===== src/rtl/cla_nibble_serial_adder.sv =====
// cla_nibble_serial_adder
// Multi-cycle adder: Sum = X + Y + Cin, one 4-bit carry-lookahead slice per clock.
// The carry between slices is registered, so WIDTH/4 cycles produce one result.
// Optional macro CLA_SERIAL_SUB_EN adds a 'sub' input. When sub=1 the block
// computes X - Y - Cin, with Cin acting as a borrow-in and Cout reporting borrow-out.
module cla_nibble_serial_adder #(
    parameter int WIDTH = 16
) (
    input  logic             clk,
    input  logic             rst_n,
    input  logic             start,
    input  logic [WIDTH-1:0] X,
    input  logic [WIDTH-1:0] Y,
    input  logic             Cin,
`ifdef CLA_SERIAL_SUB_EN
    input  logic             sub,
`endif
    output logic             busy,
    output logic             done,
    output logic [WIDTH-1:0] Sum,
    output logic             Cout,
    output logic             overflow
);

    localparam int NSLICE = WIDTH / 4;
    localparam int CW     = (NSLICE > 1) ? $clog2(NSLICE) : 1;

    typedef enum logic [1:0] {ST_IDLE, ST_RUN, ST_DONE} state_t;

    state_t           state_q, state_d;
    logic [WIDTH-1:0] x_q, x_d, y_q, y_d, acc_q, acc_d, sum_q, sum_d;
    logic [CW-1:0]    cnt_q, cnt_d;
    logic             carry_q, carry_d, sub_q, sub_d;
    logic             cout_q, cout_d, ovf_q, ovf_d;

    logic             sub_in;
    logic [WIDTH-1:0] x_sh, y_sh;
    logic [3:0]       p, g, s;
    logic [4:0]       c;
    logic             last;

`ifdef CLA_SERIAL_SUB_EN
    assign sub_in = sub;
`else
    assign sub_in = 1'b0;
`endif

    // Select the active slice and resolve all four carries from P/G and the carry register
    always_comb begin
        x_sh = x_q >> {cnt_q, 2'b00};
        y_sh = y_q >> {cnt_q, 2'b00};
        p    = x_sh[3:0] ^ y_sh[3:0];
        g    = x_sh[3:0] & y_sh[3:0];
        c[0] = carry_q;
        c[1] = g[0] | (p[0] & c[0]);
        c[2] = g[1] | (p[1] & g[0]) | (p[1] & p[0] & c[0]);
        c[3] = g[2] | (p[2] & g[1]) | (p[2] & p[1] & g[0]) | (p[2] & p[1] & p[0] & c[0]);
        c[4] = g[3] | (p[3] & g[2]) | (p[3] & p[2] & g[1]) | (p[3] & p[2] & p[1] & g[0])
             | (p[3] & p[2] & p[1] & p[0] & c[0]);
        last = (cnt_q == CW'(NSLICE - 1));
    end

    // Per-bit slice sum: propagate XOR incoming lookahead carry
    generate
        for (genvar gi = 0; gi < 4; gi++) begin : g_sum
            assign s[gi] = p[gi] ^ c[gi];
        end
    endgenerate

    // State register
    always_ff @(posedge clk) begin
        if (!rst_n) state_q <= ST_IDLE;
        else        state_q <= state_d;
    end

    // Next-state logic: IDLE -> RUN on start, RUN -> DONE after the last slice, DONE -> IDLE
    always_comb begin
        state_d = state_q;
        case (state_q)
            ST_IDLE: if (start) state_d = ST_RUN;
            ST_RUN:  if (last)  state_d = ST_DONE;
            ST_DONE: state_d = ST_IDLE;
            default: state_d = ST_IDLE;
        endcase
    end

    // Output decode from state
    always_comb begin
        busy = (state_q == ST_RUN);
        done = (state_q == ST_DONE);
    end

    // Datapath next values: latch operands, accumulate slices, publish result on the last slice
    always_comb begin
        x_d     = x_q;
        y_d     = y_q;
        sub_d   = sub_q;
        cnt_d   = cnt_q;
        carry_d = carry_q;
        acc_d   = acc_q;
        sum_d   = sum_q;
        cout_d  = cout_q;
        ovf_d   = ovf_q;
        case (state_q)
            ST_IDLE: begin
                if (start) begin
                    // Subtraction is X + ~Y + ~Bin, so invert Y and the carry-in up front
                    x_d     = X;
                    y_d     = Y ^ {WIDTH{sub_in}};
                    carry_d = Cin ^ sub_in;
                    sub_d   = sub_in;
                    cnt_d   = '0;
                end
            end
            ST_RUN: begin
                acc_d[{cnt_q, 2'b00} +: 4] = s;
                carry_d = c[4];
                if (last) begin
                    cnt_d  = '0;
                    sum_d  = acc_d;
                    cout_d = c[4] ^ sub_q;
                    ovf_d  = c[3] ^ c[4];
                end else begin
                    cnt_d = cnt_q + 1'b1;
                end
            end
            default: ;
        endcase
    end

    // Datapath registers
    always_ff @(posedge clk) begin
        if (!rst_n) begin
            x_q     <= '0;
            y_q     <= '0;
            sub_q   <= 1'b0;
            cnt_q   <= '0;
            carry_q <= 1'b0;
            acc_q   <= '0;
            sum_q   <= '0;
            cout_q  <= 1'b0;
            ovf_q   <= 1'b0;
        end else begin
            x_q     <= x_d;
            y_q     <= y_d;
            sub_q   <= sub_d;
            cnt_q   <= cnt_d;
            carry_q <= carry_d;
            acc_q   <= acc_d;
            sum_q   <= sum_d;
            cout_q  <= cout_d;
            ovf_q   <= ovf_d;
        end
    end

    assign Sum      = sum_q;
    assign Cout     = cout_q;
    assign overflow = ovf_q;

endmodule


===== config.mk =====
export PLATFORM = sky130hd
export DESIGN_NAME = cla_nibble_serial_adder
export DESIGN_NICKNAME = d
export VERILOG_FILES = /design/src/rtl/cla_nibble_serial_adder.sv
export SDC_FILE = /design/constraint.sdc
export NUM_CORES = 1
export LEC_CHECK = 0
export ABC_CLOCK_PERIOD_IN_PS = 3700
export BUFFER_PORTS_ARGS = -buffer_cell sky130_fd_sc_hd__buf_2
export CORE_MARGIN = 8
export CORE_UTILIZATION = 49
export CTS_CLUSTER_SIZE = 25
export DETAILED_ROUTE_END_ITERATION = 7
export PLACE_DENSITY = 0.71
export SLEW_MARGIN = 20
export SYNTH_ARGS = -nofsm -noshare
export SYNTH_HDL_FRONTEND = slang
export SYNTH_SLANG_ARGS = --single-unit
export TNS_END_PERCENT = 1

===== constraint.sdc =====
create_clock -name clk -period 3.7 [get_ports clk]
set_input_delay 1.11 -clock clk [delete_from_list [all_inputs] [get_ports clk]]
set_output_delay 1.11 -clock clk [all_outputs]
set_load 0.02 [all_outputs]

### Word level (Yosys, flattened, before mapping)

Index checks and enable logic that the tools add are counted.

| storage, ports and cells | value |
|---|---|
| flip-flop bits (word level) | 71 |
| input port bits | 36 |

| cells by class | value |
|---|---|
| add/sub/neg operators | 2 |
| equality and inequality tests | 5 |
| shift operators | 4 |
| multiplexer cells | 9 |
| bitwise operators | 33 |
| reduce and logical (&&, ||, !) cells | 6 |

Operator list:

| operator | number |
|---|---|
| 16-bit by 4-bit right shift with 4-bit output | 2 |
| 1-bit bitwise AND | 16 |
| 16-bit bitwise mux | 1 |
| 4-bit by 6-bit variable shift with 16-bit output (first input constant) | 1 |
| 4-bit by 6-bit variable part select with 16-bit output | 1 |
| 1-bit bitwise OR | 10 |
| 2-bit two-way mux | 4 |
| 2-bit case mux with 2 select lines | 2 |
| 2-bit AND reduction | 4 |
| 4-bit negator with 6-bit output | 1 |
| 1-bit bitwise XOR | 5 |
| 4-bit bitwise AND | 1 |
| 2-bit equality test (second input constant) | 2 |
| 4-bit bitwise XOR | 1 |
| 2-bit by 1-bit adder with 2-bit output (second input constant) | 1 |
| 2-bit by 1-bit equality test with 1-bit output (second input constant) | 1 |
| 2-bit zero test | 1 |
| 2-bit by 1-bit inequality test with 1-bit output (second input constant) | 1 |
| 2-bit inequality test (second input constant) | 1 |
| 1-bit case mux with 2 select lines | 1 |
| 2-bit nonzero test | 1 |
| 1-bit two-way mux | 1 |

### Logic depth before layout (Yosys ltp)

Gate-level depths: netlist (run 1).

| depth | value |
|---|---|
| depth after elaboration | 9 |
| mapped depth | 7 |

### Worst setup path before layout (run 1)

No wires, ideal clock.

| timing | value |
|---|---|
| path type | reg-to-reg |
| from | register cnt_q[0] |
| to | register acc_q[11] |
| arrival time | 2,545 ps |
| path slack | 1,027 ps |
| cell stages (with the launch flop) | 8 |
| cell sequence | dfxtp_1 > buf_2 > mux4_2 > ha_1 > a211o_1 > a31o_2 > xnor2_2 > o21ai_1 |

| between the ends | value |
|---|---|
| word-level cells in the longest chain between the ends | 9 |
| elaborated cells between the ends (all ways) | 27 |
| classes of those cells | 1 x add/sub; 4 x shift; 1 x mux; 21 x bitwise |

Ends and longest elaborated chain:

| item | line | text |
|---|---|---|
| from (decl) | 32 | `logic [CW-1:0] cnt_q, cnt_d;` |
| from (signal assigned) | 147 | `cnt_q <= cnt_d;` |
| 16-bit by 4-bit right shift with 4-bit output, on equally long branches | 50, 51 |  |
| 4-bit bitwise XOR or 4-bit bitwise AND (tied branches) | 52, 53 |  |
| 1-bit bitwise AND | 57 | `c[3] = g[2] \| (p[2] & g[1]) \| (p[2] & p[1] & g[0]) \| (p[2] & p[1] & p[0] & c[0]);` |
| 1-bit bitwise OR or 1-bit bitwise AND (tied branches) (2 in series) | 57 |  |
| 1-bit bitwise OR | 57 |  |
| 1-bit bitwise XOR | 66 | `assign s[gi] = p[gi] ^ c[gi];` |
| 4-bit by 6-bit variable part select with 16-bit output | 116 | `acc_d[{cnt_q, 2'b00} +: 4] = s;` |
| 16-bit bitwise mux * | 116 |  |
| to (signal assigned) | 139 | `acc_q <= '0;` |
| to (signal assigned) | 149 | `acc_q <= acc_d;` |
| to (decl) | 31 | `logic [WIDTH-1:0] x_q, x_d, y_q, y_d, acc_q, acc_d, sum_q, sum_d;` |

Every way passes the cells marked *; elsewhere a longest branch is shown, timed or not.
A chain may end at the register's enable or synchronous reset.

### Final worst setup path (run 1)

| timing | value |
|---|---|
| from | register cnt_q[0] |
| to | register sum_q[11] (netlist: Sum[11]) |

| between the ends | value |
|---|---|
| word-level cells in the longest chain between the ends | 9 |
| elaborated cells between the ends (all ways) | 29 |
| classes of those cells | 1 x add/sub; 1 x eq/ne; 4 x shift; 1 x mux; 21 x bitwise; 1 x reduce/logical |

Ends and longest elaborated chain:

| item | line | text |
|---|---|---|
| 16-bit by 4-bit right shift with 4-bit output, on equally long branches | 50, 51 |  |
| 4-bit bitwise XOR or 4-bit bitwise AND (tied branches) | 52, 53 |  |
| 1-bit bitwise AND | 57 |  |
| 1-bit bitwise OR or 1-bit bitwise AND (tied branches) (2 in series) | 57 |  |
| 1-bit bitwise OR | 57 |  |
| 1-bit bitwise XOR | 66 |  |
| 4-bit by 6-bit variable part select with 16-bit output | 116 |  |
| 16-bit bitwise mux | 116 |  |
| to (signal assigned) | 150 | `sum_q <= sum_d;` |
| to (decl) | 31 |  |

Parallel ways exist; a longest one is shown, timed or not.

==> flow_summary.toml, run 1 <==
[yosys]
synthArstFlopShare_pct = 0
synth_cell_types = 38
synth_fp_nets = 404
ys.flop_type = "dfxtp_1"
netlist.area_leader.share_pct = 45.1
ys_seq_area_share_pct = 45.1
synth_area_leaders = "dfxtp_1 (45%), nand2_1 (8.2%), a21oi_1 (7.6%), mux4_2 (5.7%), ha_1 (4.4%)"
synth_edf_count = 0
yosysTopAreaCell = "dfxtp_1"
synth_cells = 356
ys_top_cells_by_count = "dfxtp_1 (71), nand2_1 (69), a21oi_1 (48), nor2_1 (23), a211oi_1 (16)"
post-synth-top-count-cell = "dfxtp_1"
ys_warn_count = 0
syn_area_per_cell_um2 = 8.85
synth_area_um2 = 3150
synth-seq-cells = 71

[finish]
syn2layout_area_growth_pct = 16.1
layout-drive-gt1-share_pct = 22.9
fillers = 572
seqCellArea_um2 = 1420
nNetsFinal = 452
layout.cells.non_filler = 484
fin_util_pct = 58.3
num_antenna_cells = 0
multi_input_area_um2 = 1600

[routing]
viasPerCell = 5.53
drt-pass1-iter-count = 4
drt-total-wl_um = 7480
drt_iter0_markers = 108
wl_per_cell_um = 15.5
drc = 0
vias = 2678
antenna_left = 0

[critical_path]
crit_path_end_kind = "flop"
cp_slowest_cell = "dfxtp_1"
crit_end = "Sum[11]"
criticalPathCategory = "flop to flop"
r2r_end = "Sum[11]"
reg2reg_depth = 6
required_ns = 3.90
cp.arrival_ns = 3.12
crit_path_max_fanout = 12
critPathMaxStageDelay_ns = 0.71
crit_path_cell_trace = "mux4_2 -> ha_1 -> a211o_1 -> a31o_2 -> xnor2_2 -> o22ai_1"
worstReg2RegStart = "cnt_q[0]"
critPathLaunch = "cnt_q[0]"
start_kind = "flop"
r2r_slack_ns = 0.78

[placed_design]
gp_congestion = 0.769
portBuffers = 55
dp_hpwl_um = 5240
place_inst = 470

[grt]
grt_pass1_wl_um = 12500
antenna_found_initial = 0
grt_max_degree = 38
overflow = 0
grt.total_usage_pct = 17.4
grt_pass1_vias = 2615

[cts]
clock_latency_ns = 0.34
numCtsBuffers = 9
holdBufCountCts = 0
clock-root-buffer = "clkbuf_8"
clock-sinks = 71
cts_resized = 0
cts_tree = "yes"
clk_pin_slew_worst_paths_ns = 0.07
postCtsSetupBuffers = 0
htree_levels = 3
cts_buffer_depth = 2

[sta]
hold_violations = 0
timing.setup.tns_ns = 0
slew_viol_final = 0
max_freq_mhz = 342
tightest_slew_ns = 0.629
setup_viol = 0
finalCritPeriodShare_pct = 79.0
rsz0062_at_grt = "no"
relSlewSlack_pct = 58.0
period_minus_slack_ns = 2.92
clock_skew_ns = 0.00673

[flow_run]
cap_viol_max_count = 0

[floorplan]
fp.dieArea_um2 = 9250
die_x_um = 96.2
num_io_pins = 56
rows = 29
fp.dieH_um = 96.2
start_util_pct = 50.2
coreArea_um2 = 6280

[power]
total_power_mw = 1.63
ir_drop_v = 0.000338
power_density_nw_per_um2 = 447
p_leak_nw = 1.48

[hold_path]
hp-class = "flop to flop"

[status]
outcome = "complete, no violations"
## where the power goes
| group | switching, mW | total, mW | internal (mW) |
|---|---|---|---|
| logic | 0.125 | 0.213 | 0.0884 |
| clock network | 0.274 | 0.594 | 0.320 |
| registers | 0.0267 | 0.827 | 0.800 |
## metal layers
| metal | vias up | GRT usage [%] | share of wire [%] |
|---|---|---|---|
| li1 | 1351 | - | - |
| met1 | 1243 | 21.3 | 45 |
| met4 | 0 | 6.91 | 1.9 |
| met2 | 67 | 27.9 | 47 |
| met3 | 17 | 5.46 | 5.9 |
| met5 | - | 0 | 0 |
## per-stage QoR
stage          setup slack [ns]  instance area [µm²]  hold WS, ns
3_5_place_dp              0.756                 3470        0.445
6_report                  0.778                 3660        0.453
3_3_place_gp              0.832                 3470        0.439
4_1_cts                   0.735                 3660        0.456
5_1_grt                   0.590                 3660        0.473
2_1_floorplan              1.03                 3150        0.432
## flip-flops by register name, indices dropped and copies added, names as in the netlist
name      flops
y_q          16
state_q       2
x_q          16
Cout          1
overflow      1
acc_q        16
Sum          16
carry_q       1
cnt_q         2
## worst min-delay path by stage
stage              start   endpoint  slack, ns  cells after the start
3_5_place_dp     x_q[14]    x_q[14]       0.45                      2
4_1_cts          x_q[14]    x_q[14]       0.46                      2
3_3_place_gp   acc_q[15]  acc_q[15]       0.44                      2
6_report         x_q[14]    x_q[14]       0.45                      2
2_1_floorplan  acc_q[15]  acc_q[15]       0.43                      2
5_1_grt         acc_q[7]   acc_q[7]       0.47                      2
## cell type report
cell class	instances	area share, %
tap	77	2.63
timing repair buffer	62	8.96
clock buffer	10	3.76
inverter	7	0.718
sequential	71	38.9
multi-input combinational	253	43.8
clock inverter	4	1.30
## logic make-up after synthesis
kind of cell	Yosys count	synth area share, %
compound gates	102	19.2
buf+inv	32	4.33
fa+ha+maj	12	5.01
flops	71	45.1
simple gates	128	19.5
xor+xnor	2	0.795
mux	9	6.04
## cell usage in the layout, fill, tap and decap left out, drive strengths merged, types with 6 or more instances in the layout
cell,count
mux4,8
nor2,23
o21ai,15
buf,62
a22oi,6
a21oi,48
nor2b,6
inv,7
nand2,69
clkbuf,10
dfxtp,71
ha,11
a211oi,16
nand3,15
## worst max-delay path: cells and delay by family (launching register included)
family          cells  cell delay, ns
flops               1            0.71
compound gates      3            0.70
mux                 1            0.65
fa+ha+maj           1            0.35
xor+xnor            1            0.37
Note: power is estimated with default switching activity, not from simulation.
==> inputs of run 2 (changes only) <==
--- a/config.mk
+++ b/config.mk
@@ -5,7 +5,8 @@
 export SDC_FILE = /design/constraint.sdc
 export NUM_CORES = 1
 export LEC_CHECK = 0
-export ABC_CLOCK_PERIOD_IN_PS = 3700
+export ABC_AREA = 1
+export ABC_CLOCK_PERIOD_IN_PS = 3010
 export BUFFER_PORTS_ARGS = -buffer_cell sky130_fd_sc_hd__buf_2
 export CORE_MARGIN = 8
 export CORE_UTILIZATION = 49
==> constraint.sdc (replaced) <==
create_clock -name clk -period 3.01 [get_ports clk]
set_input_delay 0.903 -clock clk [delete_from_list [all_inputs] [get_ports clk]]
set_output_delay 0.903 -clock clk [all_outputs]
set_load 0.02 [all_outputs]
==> run 2 against run 1 <==
Critical path type is now flop to output pin. Combinational power up 88%. Highest routed layer unchanged. Setup slack worse by 0.38 ns. Sequential cell count unchanged.
==> flow_summary.toml, run 2 <==
[power]
p_leak_nw = 1.91
ir_drop_v = 0.000316
total_power_mw = 2.09
power_density_nw_per_um2 = 550

[floorplan]
rows = 30
fp.dieH_um = 98.9
coreArea_um2 = 6720
fp.dieArea_um2 = 9790
die_x_um = 98.9
start_util_pct = 50.1
num_io_pins = 56

[finish]
seqCellArea_um2 = 1420
layout_common_cells = "nor2_1 (97), dfxtp_1 (71), o21ai_0 (69)"
layout_commonest_cell = "nor2_1"
multi_input_area_um2 = 1560
nNetsFinal = 560
design_area_um2 = 3790
fillers = 646
syn2layout_area_growth_pct = 12.6
num_antenna_cells = 0
layout-drive-gt1-share_pct = 16.3

[routing]
drt-pass1-iter-count = 4
vias = 3041
drt_iter0_markers = 128
viasPerCell = 5.10
wl_per_cell_um = 12.8
drc = 0
antenna_left = 0
drt-total-wl_um = 7610

[yosys]
ys_warn_count = 0
synth-simple-area-share_pct = 20.6
synth_edf_count = 0
synth_area_um2 = 3370
syn_area_per_cell_um2 = 7.22
netlist.area_leader.share_pct = 42.2
synth_fa_ha_area_share_pct = 4.68
synth_fp_nets = 515
synth_xor_area_share_pct = 0.260
synth_compound_area_share_pct = 20.6
post-synth-top-count-cell = "nor2_1"
ys_seq_area_share_pct = 42.2
synth_cells = 467
yosysTopAreaCell = "dfxtp_1"
synthArstFlopShare_pct = 0
synth.area.mux_share_pct = 0
synth_cell_types = 30
synth_top_family_by_area = "simple AND/OR/NAND/NOR gates"
synth-seq-cells = 71
synth_area_leaders = "dfxtp_1 (42%), nor2_1 (11%), o21ai_0 (10%), inv_1 (7.1%), ha_1 (4.1%)"
ys_top_cells_by_count = "nor2_1 (97), dfxtp_1 (71), o21ai_0 (69), inv_1 (64), nand2_1 (36)"
ys.flop_type = "dfxtp_1"

[placed_design]
place_area_um2 = 3630
dp_hpwl_um = 5400
gp_congestion = 0.832
portBuffers = 55

[critical_path]
start_kind = "flop"
cp_slowest_cell = "inv_1"
required_ns = 2.11
critPathMaxStageDelay_ns = 0.44
crit_top_cell = "inv_1"
crit_path_end_kind = "output pin"
crit_path_cell_trace = "inv_1 -> nand2_2 -> inv_1 -> buf_2"
crit_path_max_fanout = 25
criticalPathCategory = "flop to output pin"
cp.arrival_ns = 1.70

[cts]
postCtsSetupBuffers = 0
clock-root-buffer = "clkbuf_8"
cts_buffer_depth = 2
clock-sinks = 71
clk_pin_slew_worst_paths_ns = 0.07
holdBufCountCts = 0
cts_resized = 0
htree_levels = 3
clock_latency_ns = 0.35
cts_tree = "yes"
numCtsBuffers = 9

[sta]
relSlewSlack_pct = 50.2
hold_violations = 0
period_minus_slack_ns = 2.61
slew_viol_final = 0
finalCritPeriodShare_pct = 86.6
rsz0062_at_grt = "no"
timing.setup.tns_ns = 0
clock_skew_ns = 0.00807
tightest_slew_ns = 0.746
setup_viol = 0
max_freq_mhz = 384

[grt]
grt_pass1_wl_um = 13300
antenna_found_initial = 0
grt_max_degree = 51
grt.total_usage_pct = 16.8
overflow = 0
grt_pass1_vias = 3015

[hold_path]
hp-class = "flop to flop"

[flow_run]
cap_viol_max_count = 0

[status]
outcome = "complete, no violations"
-- run 2: cell types whose count changed in the layout (fill, tap and decap cells not counted), sizes merged, moves of 8 or more --
| cell | change |
|---|---|
| nand2 | -27 |
| mux4 | -8 |
| a21oi | -31 |
| inv | +59 |
| o22ai | +8 |
| nor2 | +76 |
| o21bai | +9 |
| a211oi | -16 |
| o21ai | +60 |
-- run 2: cell type report --
cell class	instances	area share, %
Clock buffer	11	3.73
Tap cell	80	2.64
Inverter	68	6.73
Clock inverter	4	0.593
Multi-Input combinational cell	304	41.0
Timing Repair Buffer	58	7.85
Sequential cell	71	37.5
-- run 2: logic make-up (layout without fill, tap and decap cells) --
family                     count (synthesis)  count (layout)
AOI/OAI and AO/OA                        124             124
xor gates and xnor gates                   1               1
adders and majority gates                 12              12
buffers and inverters                     92             141
DFF                                       71              71
and+or+nand+nor                          167             167
-- run 2: worst max-delay path: cells and delay by family (launching register included) --
family,cells,cell delay [ns]
buf+inv,3,0.77
flops,1,0.31
simple gates,1,0.28
-- run 2: path summary, 6_finish.rpt --
| path | end | start | cells past startpoint | slack [ns] |
|---|---|---|---|---|
| worst min register to register | Cout | Cout | 2 | 0.48 |
| worst max register to register | Sum[5] | cnt_q[1] | 9 | 0.55 |
| worst min-delay path | Cout | Cout | 2 | 0.48 |
| worst max-delay path | busy | state_q[1] | 4 | 0.40 |
-- run 2: per-stage QoR --
stage / utilization, % / std cells / hold WS [ns] / setup slack, ns
floorplan: - / 467 / 0.449 / 0.897
global placement: 54.0 / 581 / 0.461 / 0.604
detailed placement: 54.0 / 581 / 0.470 / 0.573
CTS: 56.5 / 596 / 0.481 / 0.370
global route: 56.5 / 596 / 0.505 / 0.211
finish: 56.5 / 596 / 0.476 / 0.403
-- run 2: metal layers --
metal | up-vias | part of all wire [%] | track usage, %
met3 | 15 | 4.9 | 4.23
met5 | - | 0 | 0
li1 | 1588 | - | -
met1 | 1366 | 45 | 19.0
met2 | 72 | 47 | 28.0
met4 | 0 | 2.6 | 9.33
-- run 2: power breakdown --
part	switching, mW	internal [mW]	total, mW
registers	0.0295	1.00	1.03
logic	0.259	0.141	0.400
clock network	0.343	0.313	0.656
total	0.632	1.45	2.09
==> inputs of run 3 (changes only) <==
--- a/config.mk
+++ b/config.mk
@@ -8,13 +8,15 @@
 export ABC_AREA = 1
 export ABC_CLOCK_PERIOD_IN_PS = 3010
 export BUFFER_PORTS_ARGS = -buffer_cell sky130_fd_sc_hd__buf_2
+export CELL_PAD_IN_SITES_DETAIL_PLACEMENT = 1
+export CELL_PAD_IN_SITES_GLOBAL_PLACEMENT = 2
 export CORE_MARGIN = 8
-export CORE_UTILIZATION = 49
+export CORE_UTILIZATION = 31
 export CTS_CLUSTER_SIZE = 25
 export DETAILED_ROUTE_END_ITERATION = 7
-export PLACE_DENSITY = 0.71
+export PLACE_DENSITY_LB_ADDON = 0.15
 export SLEW_MARGIN = 20
 export SYNTH_ARGS = -nofsm -noshare
 export SYNTH_HDL_FRONTEND = slang
 export SYNTH_SLANG_ARGS = --single-unit
-export TNS_END_PERCENT = 1
+export TNS_END_PERCENT = 10
==> run 3 against run 2 <==
First-iteration DRC count rose by 35%. Utilization shrank 20 points. Sequential cell count is the same. Maximum frequency rose by 0.75%. Largest cell class unchanged.
==> flow_summary.toml, run 3 (synthesized netlist as in run 2, its figures left out) <==
[hold_path]
hold_depth = 2
hp-class = "flop to flop"
min_to = "overflow"
hold_start = "overflow"

[floorplan]
num_io_pins = 56
start_util_pct = 31.4
rows = 38
die_x_um = 120
coreArea_um2 = 10700
fp.dieArea_um2 = 14500
fp.dieH_um = 120

[cts]
cts_buffer_depth = 2
clock_latency_ns = 0.35
clk_pin_slew_worst_paths_ns = 0.07
numCtsBuffers = 9
cts_tree = "yes"
clock-sinks = 71
clock-root-buffer = "clkbuf_8"
holdBufCountCts = 0
htree_levels = 3
cts_resized = 0
postCtsSetupBuffers = 0

[sta]
relSlewSlack_pct = 54.7
max_freq_mhz = 386
slew_viol_final = 0
tightest_slew_ns = 0.679
hold_violations = 0
setup_viol = 0
timing.setup.tns_ns = 0
rsz0062_at_grt = "no"
period_minus_slack_ns = 2.59
clock_skew_ns = 0.00647
finalCritPeriodShare_pct = 86.0

[critical_path]
cp.arrival_ns = 2.83
required_ns = 3.25
crit_path_max_fanout = 13
start_kind = "flop"
worstReg2RegStart = "cnt_q[1]"
reg2reg_depth = 12
criticalPathCategory = "flop to flop"
r2r_slack_ns = 0.42
r2r_end = "acc_q[2]"
crit_path_end_kind = "flop"

[placed_design]
portBuffers = 55
place_inst = 644
gp_congestion = 0.766
dp_hpwl_um = 6950

[routing]
viasPerCell = 4.69
vias = 3084
drc = 0
drt_iter0_markers = 173
drt-total-wl_um = 9450
antenna_left = 0
drt-pass1-iter-count = 4
wl_per_cell_um = 14.4

[status]
outcome = "complete, no violations"

[grt]
grt_max_degree = 51
antenna_found_initial = 0
grt_pass1_wl_um = 16000
overflow = 0
grt_pass1_vias = 3263
grt.total_usage_pct = 13.8

[power]
power_density_nw_per_um2 = 561
ir_drop_v = 0.000219
p_leak_nw = 1.93

[finish]
num_antenna_cells = 0
nNetsFinal = 563
layout.cells.non_filler = 658
layout-drive-gt1-share_pct = 16.2
layout_common_cells = "nor2_1 (97), dfxtp_1 (71), o21ai_0 (69)"
layout_commonest_cell = "nor2_1"
syn2layout_area_growth_pct = 16.0

[flow_run]
cap_viol_max_count = 0
-- run 3: changes by cell type in the layout (fill, tap and decap cells not counted) --
cell | previous run | this run
bufinv_16 | 0 | 1
clkinvlp_4 | 1 | 0
buf_4 | 3 | 6
clkbuf_1 | 1 | 3
clkinv_2 | 3 | 0
-- run 3: final cells by class --
| cell class | count | area (µm²) |
|---|---|---|
| clock inverter | 1 | 30.0 |
| sequential | 71 | 1420 |
| inverter | 68 | 255 |
| clock buffer | 13 | 149 |
| fill | 1395 | 6840 |
| multi-input combinational | 304 | 1560 |
| timing repair buffer | 61 | 320 |
| tap | 140 | 175 |
-- run 3: where the power goes --
part / internal [mW] / switching (mW)
logic: 0.146 / 0.275
clock network: 0.398 / 0.340
registers: 1.00 / 0.0322
total: 1.54 / 0.647
-- run 3: per-layer routing --
| layer | global-route usage [%] | vias up | part of all wire, % |
|---|---|---|---|
| li1 | - | 1593 | - |
| met1 | 16.3 | 1442 | 46 |
| met2 | 23.6 | 39 | 49 |
| met3 | 3.54 | 10 | 3.0 |
| met4 | 5.15 | 0 | 1.7 |
| met5 | 0 | - | 0 |
-- run 3: metrics by stage --
stage	power [mW]	util [%]	worst slack, ns	hold WS, ns	area, µm²
floorplan	1.36	-	0.897	0.449	3370
global placement	1.47	34.7	0.516	0.465	3730
detailed placement	1.49	34.7	0.423	0.474	3730
CTS	2.24	36.4	0.397	0.487	3910
global route	2.35	36.4	0.116	0.506	3910
finish	2.19	36.4	0.422	0.478	3910
-- run 3: worst max-delay path: stages (launching register included) --
cell and delay [ns]:
dfxtp_1 0.46, inv_1 0.37, o21ai_0 0.17, o22ai_1 0.30, ha_1 0.32, nand3_1 0.11, nand3_1 0.08, nand2_1 0.08
nand2_1 0.13, nand2_1 0.10, o21ai_0 0.12, o21ai_0 0.18, inv_1 0.05
-- run 3: how the worst max path moves through the flow --
| stage | startpoint | cells past startpoint | end |
|---|---|---|---|
| after floorplan | cnt_q[0] | 16 | Sum[3] |
| after global placement | cnt_q[1] | 9 | acc_q[13] |
| after detailed placement | cnt_q[1] | 12 | acc_q[2] |
| after CTS | cnt_q[1] | 12 | acc_q[2] |
| after global routing | cnt_q[1] | 12 | acc_q[2] |
| final | cnt_q[1] | 12 | acc_q[2] |
